[config.mk]
export PLATFORM = sky130hd
export DESIGN_NAME = operand_forward_ctrl
export DESIGN_NICKNAME = d
export VERILOG_FILES = /design/src/rtl/fwd_pkg.sv /design/src/rtl/fwd_sel_cmp.sv /design/src/rtl/operand_forward_ctrl.sv
export SDC_FILE = /design/constraint.sdc
export NUM_CORES = 1
export LEC_CHECK = 0
export ABC_AREA = 1
export CAP_MARGIN = 10
export CORE_MARGIN = 8
export CORE_UTILIZATION = 52
export CTS_CLUSTER_DIAMETER = 100
export DETAILED_ROUTE_END_ITERATION = 7
export PLACE_DENSITY = 0.88
export SYNTH_ARGS = -nofsm -noshare
export SYNTH_HDL_FRONTEND = slang
export SYNTH_SLANG_ARGS = --single-unit
[constraint.sdc]
create_clock -name clk -period 1.9 [get_ports clk]
set_clock_uncertainty 0.05 [all_clocks]
set_input_delay 0.285 -clock clk [delete_from_list [all_inputs] [get_ports clk]]
set_output_delay 0.285 -clock clk [all_outputs]
set_load 0.03 [all_outputs]
[src/rtl/fwd_pkg.sv]
// Shared types and mux-select codes for the operand forwarding controller.
// Stage bundles carry just enough state to resolve RAW hazards.
package fwd_pkg;

  localparam logic [1:0] FWD_RF  = 2'b00;
  localparam logic [1:0] FWD_MEM = 2'b01;
  localparam logic [1:0] FWD_WB  = 2'b10;

  // rd is sized for the widest register file we build
  localparam int RD_W = 8;

  typedef struct packed {
    logic            valid;
    logic            wr_en;
    logic            is_load;
    logic [RD_W-1:0] rd;
  } stage_ctl_t;

endpackage

[src/rtl/fwd_sel_cmp.sv]
// Single-operand forward select: youngest non-load producer wins.
// A load sitting in MEM has no data yet, so only WB may satisfy it.
module fwd_sel_cmp
  import fwd_pkg::*;
#(
  parameter int REG_AW  = 4,
  parameter bit R0_ZERO = 1'b0
) (
  input  logic              ex_valid,
  input  logic [REG_AW-1:0] rs,
  input  stage_ctl_t        mem,
  input  stage_ctl_t        wb,
  output logic [1:0]        sel
);

  logic rs_zero;
  logic mem_hit;
  logic wb_hit;
  logic unused_wb_ld;

  assign rs_zero = R0_ZERO && (rs == '0);

  assign mem_hit = mem.valid & mem.wr_en & ~mem.is_load
                 & (mem.rd == RD_W'(rs)) & ~rs_zero;

  assign wb_hit = wb.valid & wb.wr_en
                & (wb.rd == RD_W'(rs)) & ~rs_zero;

  assign unused_wb_ld = wb.is_load;

  always_comb begin
    sel = FWD_RF;
    if (!ex_valid)
      sel = FWD_RF;
    else if (mem_hit)
      sel = FWD_MEM;
    else if (wb_hit)
      sel = FWD_WB;
  end

endmodule

[src/rtl/operand_forward_ctrl.sv]
// Tracks EX/MEM/WB destinations, drives ALU operand forward selects,
// and stalls one cycle on a load-use hazard.
module operand_forward_ctrl
  import fwd_pkg::*;
#(
  parameter int REG_AW  = 4,
  parameter bit R0_ZERO = 1'b0,
  parameter int CNT_W   = 16
) (
  input  logic              clk,
  input  logic              rst,
  input  logic              id_valid,
  input  logic [REG_AW-1:0] id_rs1,
  input  logic [REG_AW-1:0] id_rs2,
  input  logic [REG_AW-1:0] id_rd,
  input  logic              id_wr_en,
  input  logic              id_is_load,
  input  logic              flush,
  output logic [1:0]        fwd_a_sel,
  output logic [1:0]        fwd_b_sel,
  output logic              stall,
  output logic              ex_bubble,
  output logic [CNT_W-1:0]  stall_cnt
);

  stage_ctl_t        ex_q;
  stage_ctl_t        mem_q;
  stage_ctl_t        wb_q;
  logic [REG_AW-1:0] ex_rs1_q;
  logic [REG_AW-1:0] ex_rs2_q;
  logic              use1;
  logic              use2;

  assign use1 = (ex_q.rd == RD_W'(id_rs1))
              && !(R0_ZERO && (id_rs1 == '0));
  assign use2 = (ex_q.rd == RD_W'(id_rs2))
              && !(R0_ZERO && (id_rs2 == '0));

  assign stall = id_valid & ex_q.valid & ex_q.is_load
               & ex_q.wr_en & (use1 | use2);

  // flush also kills EX; suppressed while reset holds
  assign ex_bubble = ~rst & (stall | flush);

  always_ff @(posedge clk or posedge rst) begin
    if (rst) begin
      ex_q      <= '0;
      mem_q     <= '0;
      wb_q      <= '0;
      ex_rs1_q  <= '0;
      ex_rs2_q  <= '0;
      stall_cnt <= '0;
    end else begin
      ex_q.valid   <= id_valid & ~stall & ~flush;
      ex_q.wr_en   <= id_wr_en;
      ex_q.is_load <= id_is_load;
      ex_q.rd      <= RD_W'(id_rd);
      ex_rs1_q     <= id_rs1;
      ex_rs2_q     <= id_rs2;
      mem_q        <= ex_q;
      wb_q         <= mem_q;
      if (stall && (stall_cnt != '1))
        stall_cnt <= stall_cnt + CNT_W'(1);
    end
  end

  fwd_sel_cmp #(
    .REG_AW  (REG_AW),
    .R0_ZERO (R0_ZERO)
  ) u_cmp_a (
    .ex_valid (ex_q.valid),
    .rs       (ex_rs1_q),
    .mem      (mem_q),
    .wb       (wb_q),
    .sel      (fwd_a_sel)
  );

  fwd_sel_cmp #(
    .REG_AW  (REG_AW),
    .R0_ZERO (R0_ZERO)
  ) u_cmp_b (
    .ex_valid (ex_q.valid),
    .rs       (ex_rs2_q),
    .mem      (mem_q),
    .wb       (wb_q),
    .sel      (fwd_b_sel)
  );

endmodule

==> run summary, run 1 <==
Power Internal: 1455 uW
Part of the power in combinational logic: 10.5%
Antenna violations before repair: 0
Tmin final: 1.918 ns
Fin util: 69.06%
Startpoint Class: register
Post-route DRC: 0
Busiest grt layer: met2
Cells after Synth: 259
Hold slack: 0.2150 ns
CP max-delay cell: dfrtp_1
CP top delay family: simple AND/OR/NAND/NOR gates
Critical path required time: 1.56 ns
Die Span X: 80.39 um
Register bit total from synthesis: 44
Drt pass-1 iters: 4
CP Capture Type: output port
Total GRT Usage: 15.82%
GR Layer Usage met3: 4.688%
Floorplan core area: 4000 um^2
DP HPWL: 3.569 mm
DR WL/cell: 13.27 um
Post-synth cell types: 21
Failing checks: negative setup slack
Synth-to-Final Area Change: 28.15%
# rows: 23
Sw Share: 23.09%
CP Class: reg2out
Clock latency on the worst-skew pair: 0.29 ns
Slew Viols, Final: 0
Critical Path, Cell by Cell: inv_1, nand2_1, nand2_1, nor2_1, nand2_1, nand2_2, nand2_2, inv_2, nor2_1, nor2_1, buf_4
Sequential fraction of the synthesis area: 51.07%
Clk slew on worst S/H paths: 0.07 ns
Min-Delay Path Class: in2reg
Vias in the first global route: 1724
GR Overflow Total: 0
Gpl congestion: 0.8513
Maximum VDD drop: 558.4 uV
Run status: finished, violations left
Chip Height: 80.39 um
Num CTS Buffers: 5
Final hold vios: 0
YS warnings: 0
Worst Path Buf+Inv: 3
Pwr dens: 685.0 nW/um^2
Final Worst Setup Slack: -0.01781 ns
Via count: 1786
P_leak: 0.001263 uW
Placed Cells incl. Taps: 352
CTS tree: built
Syn_nets: 278
RSZ-0062 raised after global routing: true
Mapped Area: 2156 um^2
# setup viols final: 1
IO Pins: 40
Die area: 6462 um^2
Post-Layout Cell Count: 361
H-tree depth: 2
Sequential power share: 53.1%
Crit-path max FO: 4
Fin crit share: 100.9%
Remaining antenna violation count after routing: 0
Nets: 329
# clock sinks: 44
Met1 Use GR: 19.30%
Met2 Usage GRT: 25.42%
Vias/cell: 4.947
WL final: 4.790 mm
Placed instance area: 2646 um^2
Root buf cell: clkbuf_8
Iter 0 DRT Violations: 119
IO buf count: 39
Sw power: 437.0 uW
Largest net degree at the start of global routing: 30
Post-route setup TNS: -0.01781 ns
Slew HR: 69.49%
Fmax: 521.4 MHz
Crit path largest cell delay: 0.42 ns
Initial Util: 53.89%
Clk pwr share: 36.4%
Synth Area per Inst: 8.324 um^2
Worst path arrival time: 1.58 ns
Worst slew pin tran: 0.4571 ns
CTS max path bufs: 2
Design area: 2763 um^2
Max Cap Viol: 0
First-pass GRT wire length: 8.114 mm
Share of cells above drive strength 1: 12.86%
N_diodes: 0
-- kinds of logic (layout without fill, tap and decap cells) --
| kind of cell | count (synthesis) | count (layout) | share of synthesized area (%) |
|---|---|---|---|
| AO/OA/AOI/OAI | 16 | 16 | 4.585 |
| XOR/XNOR | 23 | 23 | 9.344 |
| adder cells (fa/ha/maj) | 1 | 1 | 0.5803 |
| buffers and inverters | 40 | 92 | 7.719 |
| flip-flops | 44 | 44 | 51.07 |
| AND/OR/NAND/NOR | 135 | 135 | 26.70 |
-- cell type report --
type / count / area [um^2]
tap: 50 / 62.56
clock buffer: 6 / 72.57
multi-input combinational: 175 / 898.4
timing repair buffer: 47 / 454.2
fill: 310 / 1237
inverter: 37 / 138.9
clock inverter: 2 / 35.03
sequential: 44 / 1101
-- repair_timing --
action	in CTS	in global routing
buffers inserted	1	0
gates cloned	0	0
hold buffers	0	0
gates resized for setup	12	7
pin swaps	3	5
setup endpoints to repair	3	4
-- power groups by stage --
| stage | registers [uW] | clock network (uW) | logic [uW] |
|---|---|---|---|
| global placement | 1020 | 0 | 198 |
| global route | 1010 | 746 | 224 |
| floorplan | 1030 | 0 | 89.9 |
| finish | 1000 | 689 | 199 |
| CTS | 1000 | 705 | 199 |
| detailed placement | 1020 | 0 | 203 |
-- worst paths after layout --
path / start / to / slack (ns) / cells past startpoint
max in group asynchronous: rst / ex_q[3]$_DFF_PP0_ / 1.03 / 3
min in group asynchronous: rst / stall_cnt[6]$_DFFE_PP0P_ / 0.28 / 2
worst min register to register: ex_q[9]$_DFF_PP0_ / mem_q[9]$_DFF_PP0_ / 0.33 / 0
worst max-delay path: ex_q[3]$_DFF_PP0_ / ex_bubble / -0.02 / 11
worst max register to register: stall_cnt[1]$_DFFE_PP0P_ / stall_cnt[4]$_DFFE_PP0P_ / 0.22 / 10
worst min-delay path: id_rs1[0] / ex_rs1_q[0]$_DFF_PP0_ / 0.22 / 1
-- sequential cells by signal, indices dropped and copies added (netlist names) --
name       flops
mem_q          7
ex_rs1_q       4
wb_q           6
ex_q           7
ex_rs2_q       4
stall_cnt     16
-- stage by stage --
stage / power, uW / worst slack [ns]
detailed placement: 1226 / -0.1115
global placement: 1218 / -0.05629
floorplan: 1123 / 0.05168
global route: 1980 / -0.1264
CTS: 1909 / -0.008704
finish: 1892 / -0.01781
-- cell usage after synthesis (all sizes together) --
cell,count,area [um^2]
xor2,7,61.31
nor2,33,123.9
dfrtp,44,1101
clkbuf,1,5.000
ha,1,12.51
buf,2,22.52
nand2,78,297.8
nand3b,1,7.510
xnor2,16,140.1
nor3,2,15.01
o21ai,14,88.83
a21oi,2,10.01
nand4,9,56.30
nand3,12,75.07
inv,37,138.9
-- cell usage in the layout, fill, tap and decap left out --
master / count
a21oi_1: 2
inv_2: 4
bufinv_16: 1
nand2_2: 5
nand2_1: 73
nand3b_1: 1
xnor2_1: 16
dlygate4sd2_1: 8
clkbuf_8: 5
nor2_1: 32
xor2_1: 7
nor2_2: 1
clkdlybuf4s50_1: 24
o21ai_1: 5
nand3_1: 9
inv_1: 33
o21ai_2: 5
buf_6: 1
clkbuf_2: 1
dlymetal6s2s_1: 1
dfrtp_1: 44
nor3_1: 1
ha_1: 1
buf_4: 10
clkinv_2: 1
nor3_2: 1
nand4_1: 9
clkbuf_1: 1
nand3_2: 3
buf_12: 2
o21ai_0: 4
-- routing by layer --
layer	routed length (um)	part of all wire [%]
met3	283	5.9
met2	2334	49
met4	96	2.0
met5	0	0
met1	2076	43
No activity file was read; power rests on OpenSTA's default activity.
==> inputs of run 2 (changes only) <==
--- a/config.mk
+++ b/config.mk
@@ -5,13 +5,13 @@
 export SDC_FILE = /design/constraint.sdc
 export NUM_CORES = 1
 export LEC_CHECK = 0
-export ABC_AREA = 1
+export ABC_AREA = 0
 export CAP_MARGIN = 10
-export CORE_MARGIN = 8
-export CORE_UTILIZATION = 52
+export CORE_MARGIN = 2
+export CORE_UTILIZATION = 49
 export CTS_CLUSTER_DIAMETER = 100
 export DETAILED_ROUTE_END_ITERATION = 7
-export PLACE_DENSITY = 0.88
+export PLACE_DENSITY = 0.86
 export SYNTH_ARGS = -nofsm -noshare
 export SYNTH_HDL_FRONTEND = slang
 export SYNTH_SLANG_ARGS = --single-unit
==> run 2 against run 1 <==
  * The run still ends with negative setup slack left
  * Clock power grew 5.2%
  * Via count shrank 28%
  * Global-route usage grew 5.6 points
==> run summary, run 2 <==
Syn_nets: 164
Post-synth cell types: 25
Cell taking the most area after synthesis: dfrtp_1
Fmax: 467.4 MHz
WL final: 4.062 mm
DR WL/cell: 16.31 um
Clock latency on the worst-skew pair: 0.30 ns
CP Class: in2out
Hold slack: 0.2134 ns
Min-Delay Path Class: in2reg
Iter 0 DRT Violations: 30
Vias in the first global route: 1387
N_diodes: 0
Fin util: 72.14%
Die Span X: 65.16 um
Register bit total from synthesis: 44
Nets: 219
Failing checks: negative setup slack
Sequential fraction of the synthesis area: 60.07%
CP top delay family: buffers and inverters
Synth cell count leaders: dfrtp_1, xor2_1, xnor2_1
Mapped Area: 1833 um^2
Post-Layout Cell Count: 249
Synth area leaders: dfrtp_1, xor2_1, xnor2_1
Pwr dens: 726.7 nW/um^2
Share of cells above drive strength 1: 25.37%
Drt pass-1 iters: 4
Synth-to-Final Area Change: 43.00%
Number of synthesized flops with an enable pin: 0
Critical Path, Cell by Cell: clkdlybuf4s50_1, xor2_1, nor4_1, o21ai_1, buf_6, clkinvlp_4, nor2_2, nor2_4, buf_6
Max Cap Viol: 0
# rows: 22
Chip Height: 65.16 um
Cells after Synth: 145
CTS tree: built
Worst Path Buf+Inv: 4
Critical path required time: 1.56 ns
YS warnings: 0
Placement Setup Slack: -0.3706 ns
DP HPWL: 2.635 mm
Via count: 1284
Post-route DRC: 0
Most frequent CP cell: buf_6
Worst slew pin tran: 0.5649 ns
CTS max path bufs: 2
Slew Viols, Final: 0
Power Total: 1905 uW
Die area: 4246 um^2
Tmin final: 2.140 ns
Floorplan core area: 3633 um^2
First-pass GRT wire length: 6.679 mm
Largest registers: stall_cnt x16, ex_q x7, mem_q x7
Num CTS Buffers: 5
Max FFs per register: 16
Final Worst Setup Slack: -0.2396 ns
H-tree depth: 2
Remaining antenna violation count after routing: 0
Root buf cell: clkbuf_8
# setup viols final: 15
Vias/cell: 5.157
Synth Area per Inst: 12.64 um^2
Clk slew on worst S/H paths: 0.08 ns
Async SR Flop Fraction: 100.0%
Commonest non-fill, non-tap cell in the layout: dfrtp_1
Maximum VDD drop: 516.2 uV
IO buf count: 39
Placed Cells incl. Taps: 238
P_leak: 0.001087 uW
Initial Util: 50.45%
Largest net degree at the start of global routing: 45
Gpl congestion: 0.8087
Most numerous cell in the Yosys netlist: dfrtp_1
Final hold vios: 0
Antenna violations before repair: 0
CP Capture Type: output port
Run status: finished, violations left
Fin crit share: 112.6%
# hold bufs at CTS: 0
GR Overflow Total: 0
Largest reg by FF count: stall_cnt
CP max-delay cell: clkdlybuf4s50_1
Most frequent cells in the layout: dfrtp_1, clkdlybuf4s50_1, xor2_1, xnor2_1, buf_4
Worst path arrival time: 1.80 ns
Startpoint Class: input pin
Slew HR: 62.25%
Crit-path max FO: 2
IO Pins: 40
Crit path largest cell delay: 0.44 ns
RSZ-0062 raised after global routing: true
Total GRT Usage: 21.47%
Yosys top cell area share: 60.07%
Post-synth top flop: dfrtp_1
# clock sinks: 44
## run 2: cells by family after synthesis
kind of cell             after synthesis  synth area share, %
XOR/XNOR                              37                17.68
buffers and inverters                  4                1.229
adder cells (fa/ha/maj)                1               0.6825
multiplexers                           2                1.229
flip-flops                            44                60.07
AND/OR/NAND/NOR                       54                18.09
AO/OA/AOI/OAI                          3                1.023
## run 2: worst reg2reg max path, stage by stage (launching register included)
cell and delay [ns]:
dfrtp_1 0.43, xor2_1 0.17, nor4_1 0.30, o21ai_1 0.13, buf_6 0.14, buf_4 0.22, nor2_1 0.15, mux2_2 0.35
## run 2: final timing paths
path	slack [ns]	cells past startpoint	to	startpoint
worst min-delay path	0.21	1	ex_rs1_q[1]$_DFF_PP0_	id_rs1[1]
worst min register to register	0.33	0	wb_q[10]$_DFF_PP0_	mem_q[10]$_DFF_PP0_
worst max-delay path	-0.24	9	ex_bubble	id_rs1[0]
max in group asynchronous	1.18	3	ex_q[1]$_DFF_PP0_	rst
worst max register to register	-0.15	7	stall_cnt[12]$_DFFE_PP0P_	ex_q[0]$_DFF_PP0_
min in group asynchronous	0.39	3	stall_cnt[9]$_DFFE_PP0P_	rst
## run 2: stage by stage
step	TNS (ns)	instance area, um^2
finish	-1.754	2621
global route	-3.139	2621
CTS	-0.9636	2566
detailed placement	-4.580	2338
global placement	-3.463	2338
floorplan	-0.02156	1849
## run 2: what timing repair did
item,4_1_cts,5_1_grt
buffers inserted,3,0
cloned,0,0
resized for setup,18,12
endpoints found under the setup margin,7,19
pin swaps,5,9
## run 2: per-layer routing
| layer | vias to the layer above | GRT usage, % | wire (um) |
|---|---|---|---|
| li1 | 613 | - | - |
| met1 | 620 | 25.61 | 1656 |
| met2 | 43 | 37.63 | 2121 |
| met3 | 8 | 5.479 | 186 |
| met4 | 0 | 7.552 | 98 |
| met5 | - | 0 | 0 |
## run 2: area by class of cell
| class | instances | area [um^2] |
|---|---|---|
| Timing Repair Buffer | 49 | 471.7 |
| Fill cell | 263 | 1012 |
| Multi-Input combinational cell | 97 | 853.3 |
| Clock buffer | 5 | 68.82 |
| Clock inverter | 3 | 47.55 |
| Tap cell | 48 | 60.06 |
| Sequential cell | 44 | 1105 |
| Inverter | 3 | 15.01 |
## run 2: report_power, final
group	switching, uW	internal, uW
Sequential	40.9	973
Combinational	75.2	90.3
Clock	329	396
